### config.mk
export PLATFORM = sky130hd
export DESIGN_NAME = mem_access_stage
export DESIGN_NICKNAME = d
export VERILOG_FILES = /design/src/rtl/mem_access_stage.sv
export SDC_FILE = /design/constraint.sdc
export NUM_CORES = 1
export LEC_CHECK = 0
export BUFFER_PORTS_ARGS = -buffer_cell sky130_fd_sc_hd__buf_2
export CAP_MARGIN = 30
export CORE_MARGIN = 5
export CORE_UTILIZATION = 48
export CTS_CLUSTER_DIAMETER = 60
export DETAILED_ROUTE_END_ITERATION = 8
export PLACE_DENSITY = 0.78
export SYNTH_ARGS = -nofsm -noshare
export SYNTH_HDL_FRONTEND = slang
export SYNTH_SLANG_ARGS = --single-unit
export TNS_END_PERCENT = 5
### constraint.sdc
create_clock -name clock -period 4.4 [get_ports clock]
set_input_delay 0.44 -clock clock [delete_from_list [all_inputs] [get_ports clock]]
set_output_delay 0.44 -clock clock [all_outputs]
set_load 0.03 [all_outputs]
### src/rtl/mem_access_stage.sv
// Memory-access pipeline stage: registers the execute result, runs LW/LB/LBU/SW/SB
// over a request/ready bus with timeout, and hands the writeback value to WB.
module mem_access_stage #(
  parameter int TIMEOUT = 16
) (
  input  logic        clock,
  input  logic        reset,
  input  logic        valid_ex,
  input  logic [31:0] insn_ex,
  input  logic [31:0] alu_result,
  input  logic [31:0] rt_data,
  output logic        stall,
  output logic        dmem_req,
  output logic        dmem_we,
  output logic [31:0] dmem_addr,
  output logic [3:0]  dmem_be,
  output logic [31:0] dmem_wdata,
  input  logic        dmem_ready,
  input  logic [31:0] dmem_rdata,
  output logic        valid_wb,
  output logic        wb_en,
  output logic [4:0]  wb_dest,
  output logic [31:0] wb_data,
  output logic        misalign_exc,
  output logic        bus_error
);

  localparam int CNT_W = (TIMEOUT < 2) ? 1 : $clog2(TIMEOUT + 1);
  localparam logic [CNT_W-1:0] CNT_LIMIT = CNT_W'(TIMEOUT - 1);

  typedef enum logic {S_IDLE, S_ACCESS} state_t;
  typedef enum logic [1:0] {K_LW, K_LB, K_LBU, K_ST} kind_t;

  // Instruction fields use big-endian numbering: insn[0:5] is bits [31:26] here.
  function automatic logic [31:0] load_ext(input kind_t k, input logic [31:0] d,
                                           input logic [1:0] lane);
    logic [7:0] b;
    case (lane)
      2'd0:    b = d[31:24];
      2'd1:    b = d[23:16];
      2'd2:    b = d[15:8];
      default: b = d[7:0];
    endcase
    case (k)
      K_LW:    return d;
      K_LB:    return {{24{b[7]}}, b};
      K_LBU:   return {24'd0, b};
      default: return 32'd0;
    endcase
  endfunction

  state_t           r_state, w_state_nxt;
  logic [CNT_W-1:0] r_cnt, w_cnt_nxt;
  kind_t            r_kind, w_kind_nxt;
  logic [1:0]       r_lane, w_lane_nxt;
  logic             r_pend_wen, w_pend_wen_nxt;
  logic             r_req, w_req_nxt;
  logic             r_we, w_we_nxt;
  logic [31:0]      r_addr, w_addr_nxt;
  logic [3:0]       r_be, w_be_nxt;
  logic [31:0]      r_wdata, w_wdata_nxt;
  logic             r_valid_wb, w_valid_nxt;
  logic             r_wb_en, w_wb_en_nxt;
  logic [4:0]       r_wb_dest, w_dest_nxt;
  logic [31:0]      r_wb_data, w_data_nxt;
  logic             r_misalign, w_mis_nxt;
  logic             r_bus_err, w_berr_nxt;

  logic [5:0]  w_op;
  logic [5:0]  w_func;
  logic        w_is_lw, w_is_lb, w_is_lbu, w_is_sw, w_is_sb;
  logic        w_is_mem, w_is_store, w_is_word, w_misaligned, w_no_wb, w_wen;
  logic [4:0]  w_dest;
  logic [1:0]  w_lane;
  logic [3:0]  w_be;
  logic [31:0] w_wdata;
  kind_t       w_kind;
  logic        w_unused;

  assign w_op     = insn_ex[31:26];
  assign w_func   = insn_ex[5:0];
  assign w_unused = ^{insn_ex[25:21], insn_ex[10:6]};

  assign w_is_lw    = (w_op == 6'b100011);
  assign w_is_lb    = (w_op == 6'b100000);
  assign w_is_lbu   = (w_op == 6'b100100);
  assign w_is_sw    = (w_op == 6'b101011);
  assign w_is_sb    = (w_op == 6'b101000);
  assign w_is_mem   = w_is_lw | w_is_lb | w_is_lbu | w_is_sw | w_is_sb;
  assign w_is_store = w_is_sw | w_is_sb;
  assign w_is_word  = w_is_lw | w_is_sw;

  assign w_lane       = alu_result[1:0];
  assign w_misaligned = w_is_word && (w_lane != 2'b00);
  assign w_be         = w_is_word ? 4'b1111 : (4'b1000 >> w_lane);
  assign w_wdata      = w_is_sb ? {4{rt_data[7:0]}} : rt_data;

  always_comb begin
    w_dest = insn_ex[20:16];
    if (w_op == 6'b000000)      w_dest = insn_ex[15:11];
    else if (w_op == 6'b000011) w_dest = 5'd31;
  end

  // Stores, branches, J, JR and DIV/DIVU produce no register result.
  assign w_no_wb = w_is_store
                 || ((w_op[5:3] == 3'b000) && (w_op != 6'b000000) && (w_op != 6'b000011))
                 || (w_op == 6'b000010)
                 || ((w_op == 6'b000000) &&
                     ((w_func == 6'b011010) || (w_func == 6'b011011) || (w_func == 6'b001000)));
  assign w_wen = !w_no_wb && (w_dest != 5'd0);

  always_comb begin
    w_kind = K_ST;
    if (w_is_lw)       w_kind = K_LW;
    else if (w_is_lb)  w_kind = K_LB;
    else if (w_is_lbu) w_kind = K_LBU;
  end

  always_comb begin
    w_state_nxt    = r_state;
    w_cnt_nxt      = r_cnt;
    w_kind_nxt     = r_kind;
    w_lane_nxt     = r_lane;
    w_pend_wen_nxt = r_pend_wen;
    w_req_nxt      = r_req;
    w_we_nxt       = r_we;
    w_addr_nxt     = r_addr;
    w_be_nxt       = r_be;
    w_wdata_nxt    = r_wdata;
    w_valid_nxt    = 1'b0;
    w_wb_en_nxt    = 1'b0;
    w_dest_nxt     = r_wb_dest;
    w_data_nxt     = r_wb_data;
    w_mis_nxt      = 1'b0;
    w_berr_nxt     = 1'b0;
    case (r_state)
      S_IDLE: begin
        if (valid_ex) begin
          w_dest_nxt = w_dest;
          if (!w_is_mem) begin
            w_valid_nxt = 1'b1;
            w_wb_en_nxt = w_wen;
            w_data_nxt  = alu_result;
          end else if (w_misaligned) begin
            w_valid_nxt = 1'b1;
            w_mis_nxt   = 1'b1;
            w_data_nxt  = 32'd0;
          end else begin
            w_state_nxt    = S_ACCESS;
            w_cnt_nxt      = '0;
            w_req_nxt      = 1'b1;
            w_we_nxt       = w_is_store;
            w_addr_nxt     = {alu_result[31:2], 2'b00};
            w_be_nxt       = w_be;
            w_wdata_nxt    = w_wdata;
            w_kind_nxt     = w_kind;
            w_lane_nxt     = w_lane;
            w_pend_wen_nxt = w_wen;
          end
        end
      end
      S_ACCESS: begin
        // A ready on the limit cycle still counts as a normal completion.
        if (dmem_ready) begin
          w_state_nxt = S_IDLE;
          w_req_nxt   = 1'b0;
          w_we_nxt    = 1'b0;
          w_valid_nxt = 1'b1;
          w_wb_en_nxt = r_pend_wen;
          w_data_nxt  = load_ext(r_kind, dmem_rdata, r_lane);
        end else if (r_cnt == CNT_LIMIT) begin
          w_state_nxt = S_IDLE;
          w_req_nxt   = 1'b0;
          w_we_nxt    = 1'b0;
          w_valid_nxt = 1'b1;
          w_berr_nxt  = 1'b1;
          w_data_nxt  = 32'd0;
        end else begin
          w_cnt_nxt = r_cnt + 1'b1;
        end
      end
      default: w_state_nxt = S_IDLE;
    endcase
  end

  always_ff @(posedge clock or posedge reset) begin
    if (reset) begin
      r_state    <= S_IDLE;
      r_cnt      <= '0;
      r_kind     <= K_LW;
      r_lane     <= 2'b00;
      r_pend_wen <= 1'b0;
      r_req      <= 1'b0;
      r_we       <= 1'b0;
      r_addr     <= 32'd0;
      r_be       <= 4'd0;
      r_wdata    <= 32'd0;
      r_valid_wb <= 1'b0;
      r_wb_en    <= 1'b0;
      r_wb_dest  <= 5'd0;
      r_wb_data  <= 32'd0;
      r_misalign <= 1'b0;
      r_bus_err  <= 1'b0;
    end else begin
      r_state    <= w_state_nxt;
      r_cnt      <= w_cnt_nxt;
      r_kind     <= w_kind_nxt;
      r_lane     <= w_lane_nxt;
      r_pend_wen <= w_pend_wen_nxt;
      r_req      <= w_req_nxt;
      r_we       <= w_we_nxt;
      r_addr     <= w_addr_nxt;
      r_be       <= w_be_nxt;
      r_wdata    <= w_wdata_nxt;
      r_valid_wb <= w_valid_nxt;
      r_wb_en    <= w_wb_en_nxt;
      r_wb_dest  <= w_dest_nxt;
      r_wb_data  <= w_data_nxt;
      r_misalign <= w_mis_nxt;
      r_bus_err  <= w_berr_nxt;
    end
  end

  assign stall        = (r_state == S_ACCESS);
  assign dmem_req     = r_req;
  assign dmem_we      = r_we;
  assign dmem_addr    = r_addr;
  assign dmem_be      = r_be;
  assign dmem_wdata   = r_wdata;
  assign valid_wb     = r_valid_wb;
  assign wb_en        = r_wb_en;
  assign wb_dest      = r_wb_dest;
  assign wb_data      = r_wb_data;
  assign misalign_exc = r_misalign;
  assign bus_error    = r_bus_err;

endmodule

---- After elaboration in Yosys (flattened, before gate mapping) ----
Index checks and enable logic that the tools add are counted.
Widths: inputs -> output; s select.
cells by class
  reductions and logical operators ........ 23
  eq/ne operators ......................... 23
  bitwise logic cells ..................... 8
  mux-type cells .......................... 52
  $add $sub $neg .......................... 1
  shift operators ......................... 1
operators by type and width
  kind                 number
  $mux 32              6
  $pmux 32 s3          1
  $pmux 32 s2          1
  $mux 5               7
  $eq 6x6->1 const B   5
  $mux 1               27
  $pmux 8 s3           1
  $eq 6x2->1 const B   2
  $eq 6x5->1 const B   2
  $ne 2x2->1 const B   5
  $pmux 1 s2           5
  $pmux 5 s2           1
  $reduce_and 4->1     2
  $eq 6x4->1 const B   1
  $logic_not 6->1      1
  $ne 6x2->1 const B   1
  $or 1x1->1           6
  $reduce_bool 6->1    1
  $add 5x1->5 const B  1
  $eq 5x4->1 const B   1
  $logic_and 1x1->1    5
  $logic_or 1x1->1     5
  $reduce_and 5->1     1
  $reduce_bool 5->1    1
  14 further kinds     19
word-level totals
  input bits .............................. 132
  flip-flop bits (word level) ............. 120
  word-level logic and storage cells ...... 124
  output and inout bits ................... 112

---- Longest topological paths before layout ----
  word-level depth ........................ 11
  depth in mapped cells ................... 9
  gate-level depth less buffers ........... 7

---- Worst setup path before layout ----
OpenSTA, ideal clock, no wires.
  path kind ............................... register -> register
  from .................................... reg r_cnt[0]
  to ...................................... reg r_wb_data[30] (netlist: wb_data[30])
  cell stages (with the launch flop) ...... 10
  setup time .............................. 0.083 ns
  arrival time ............................ 1.812 ns
  data required time ...................... 4.317 ns
  clock period less this slack ............ 1.895 ns
  path slack .............................. 2.505 ns
  buffers on the path ..................... 2
  cell sequence ........................... dfrtp_1 ha_1 and3_1 ha_1 nor3_1 a311o_1 buf_6 buf_6 nand2_1 o21ai_0
between the ends
  cells in the longest elaborated chain, start to end .. 3
ends and longest elaborated chain
  what                               RTL line  RTL
  start, declared                    53        logic [CNT_W-1:0] r_cnt, w_cnt_nxt;
  start signal, assigned             206       r_cnt <= w_cnt_nxt;
  $eq 5x4->1                         171       end else if (r_cnt == CNT_LIMIT) begin
  $ne 3x2->1 (no source line)        n/a
  $reduce_and 3->1 (no source line)  n/a
  end signal, assigned               218       r_wb_data <= w_data_nxt;
  end, declared                      65        logic [31:0] r_wb_data, w_data_nxt;
No other way between the ends.
A chain may end at the register's enable or synchronous reset.

---- Worst setup path in the final report ----
  from .................................... reg r_cnt[0]
  to ...................................... reg r_wb_data[7] (netlist: wb_data[7])
The elaborated chain is that of the path after synthesis.

==> results.json <==
{
  "drive_above_1_share_pct": 32.7,
  "die_y_um": 119,
  "antenna_found_initial": 0,
  "min_from": "alu_result[17]",
  "power.switching_mw": 1.40,
  "grt_pass1_vias": 5465,
  "cts_sinks": 120,
  "grt_pass1_wl_um": 28100,
  "pwr-share-seq_pct": 36.3,
  "fmax_ghz": 0.423,
  "cp-end-kind": "flip-flop",
  "hold_path_depth": 3,
  "post-place-cells": 999,
  "synth-main-ff-cell": "dfrtp_1",
  "clockRootBuffer": "clkbuf_16",
  "tightestPinTransition_ps": 1040,
  "vias": 5452,
  "powerDensity_nw_per_um2": 533,
  "ir_drop_v": 0.000324,
  "synth-seq-cells": 120,
  "cts_made_buffers": 17,
  "p_comb_share_pct": 27.9,
  "area_growth_pct": 31.8,
  "drtAntennaViolNets": 0,
  "clk_path_buf_depth": 2,
  "min_to": "dmem_addr[17]",
  "post-route-period-util_pct": 53.7,
  "hold_buffers": 0,
  "grt_overflow": 0,
  "fp.dieArea_um2": 14200,
  "reg2reg_setup_slack_ps": 2040,
  "post_drt_wl_per_cell_um": 17.0,
  "drc": 0,
  "diodes": 0,
  "globalplace.congestion": 0.844,
  "die_x_um": 119,
  "yosysMostFrequentCell": "nand2_1",
  "nFillCells": 1044,
  "r2r-end": "wb_data[7]",
  "reg2reg_depth": 8,
  "async_reset_ff_share_pct": 100,
  "p_int_mw": 2.63,
  "drt_pass1_iterations": 5,
  "core_area_um2": 11900,
  "start_util_pct": 48.3,
  "hold_class": "in2reg",
  "crit_arrival_ps": 2660,
  "wirelength_um": 17500,
  "path_clk_slew_ps": 60,
  "slew_viol_final": 0,
  "synth.distinct_cells": 56,
  "synthTopCellsByArea": "dfrtp_1, nand2_1, o21ai_0",
  "hold_violations": 0,
  "crit_fanout": 60,
  "netlist.area_leader.share_pct": 52.4,
  "syn_area_um2": 5730,
  "slew_headroom_pct": 30.5,
  "synth_common_cells": "nand2_1, dfrtp_1, o21ai_0",
  "via_per_inst": 5.28,
  "ys_seq_area_share_pct": 52.4,
  "cts_setup_buffers": 0,
  "insertion_delay_ps": 410,
  "rows": 40,
  "pwr-share-clk_pct": 35.8,
  "cts_max_level": 4,
  "hold_slack_ps": 237,
  "hpwl_um": 12600,
  "cts.repair.resized": 0,
  "leakagePower_nw": 3.95,
  "synth.avg_cell_area_um2": 8.72,
  "yosys_warnings": 0,
  "crit_type": "reg2reg",
  "portBuffers": 231,
  "finalSetupViolCount": 0,
  "synth_top_cell_by_area": "dfrtp_1",
  "fin_crit_ps": 2360,
  "finalNonFillerCells": 1032,
  "clock_skew_ps": 5.33,
  "setup_tns_ps": 0,
  "cts_tree": "done",
  "rsz0062_at_grt": "false",
  "r2r-start": "r_cnt[0]",
  "drv_cap": 0,
  "sw_frac_of_total_pct": 34.8,
  "grtUsageTotal_pct": 24.9,
  "start_kind": "flip-flop",
  "critPathRequiredTime_ps": 4690,
  "synth_cells": 657,
  "status": "completed",
  "synth_edf_count": 0,
  "grt_max_degree": 104,
  "drt_iter0_drc": 500,
  "total_power_mw": 4.03,
  "nets": 1007,
  "ios": 244
}
-- how the worst max path moves through the flow --
stage / from / endpoint / slack, ps / cells past startpoint
6_report: r_cnt[0] / wb_data[7] / 2040 / 8
5_1_grt: r_cnt[0] / wb_data[7] / 1870 / 8
4_1_cts: r_cnt[0] / wb_data[7] / 2040 / 8
3_5_place_dp: insn_ex[28] / r_cnt[4] / 1810 / 7
3_3_place_gp: r_cnt[0] / wb_data[7] / 1660 / 7
2_1_floorplan: reset / bus_error / 770 / 1
-- power groups by stage --
stage / Clock (mW) / Sequential (mW) / Combinational (mW)
after floorplan: 0 / 1.88 / 0.342
after global placement: 0 / 1.47 / 1.10
after detailed placement: 0 / 1.48 / 1.13
after CTS: 1.46 / 1.46 / 1.13
after global routing: 1.52 / 1.50 / 1.21
final: 1.44 / 1.46 / 1.12
-- state kept, by name (all words and copies together), names as in the netlist, 2 cells and up --
name	flops
r_cnt	5
dmem_wdata	32
wb_data	32
r_kind	2
dmem_be	4
wb_dest	5
dmem_addr	30
r_lane	2
-- cell type report --
class | instances | area [um2] | area share (%)
clock buffer | 24 | 502 | 6.64
clock inverter | 7 | 115 | 1.52
sequential | 120 | 3000 | 39.7
timing repair buffer | 240 | 1290 | 17.0
tap | 147 | 184 | 2.43
inverter | 15 | 58.8 | 0.778
multi-input combinational | 479 | 2410 | 31.9
-- metrics by stage --
stage               utilization [%]  setup slack (ps)  cell area (um2)
floorplan                         -               774             5740
global placement               57.6              1660             6830
detailed placement             58.2              1810             6900
CTS                            63.4              2040             7520
global route                   63.7              1870             7560
finish                         63.7              2040             7560
-- layout by cell type, fill, tap and decap left out, drive strengths merged, types with 2 or more instances in the layout --
master | netlist | layout
o22ai | 6 | 6
conb | 1 | 2
xnor2 | 3 | 3
buf | 27 | 239
xor2 | 3 | 3
nor3 | 4 | 4
a211o | 2 | 2
dfrtp | 120 | 120
nor3b | 3 | 3
mux2i | 6 | 6
bufinv | 0 | 3
nand2 | 184 | 184
clkinvlp | 0 | 2
o21ai | 84 | 84
clkbuf | 17 | 24
clkinv | 0 | 2
ha | 2 | 2
a22o | 2 | 2
a32o | 2 | 2
nand3 | 7 | 7
inv | 15 | 15
or3 | 3 | 3
a21oi | 59 | 59
nor2 | 66 | 66
a22oi | 7 | 7
nor4 | 3 | 3
o2111ai | 2 | 2
mux2 | 6 | 6
o31ai | 3 | 3
and3 | 2 | 2
or2 | 2 | 2
-- kinds of logic after synthesis --
kind of cell	after synthesis	synth area share [%]
buffers and inverters	59	5.85
other	1	0.0654
muxes	13	2.62
DFF	120	52.4
xor gates and xnor gates	6	0.917
adders and majority gates	2	0.437
AOI/OAI and AO/OA	174	17.4
and+or+nand+nor	282	20.3
-- per-layer routing --
metal / part of all wire, % / track usage [%] / vias up
met5: 0 / 0 / -
met4: 1.8 / 7.68 / 0
met3: 8.8 / 7.03 / 29
met2: 49 / 41.8 / 236
met1: 41 / 31.2 / 2549
li1: - / - / 2638
-- worst max-delay path: stages, from the launching register on --
cell       delay, ps
dfrtp_1          400
ha_1             220
and3_1           190
ha_1             200
nor3_1           460
a311o_2          300
buf_12           250
inv_1             90
a2bb2oi_1        130
No activity file was read; power rests on OpenSTA's default activity.
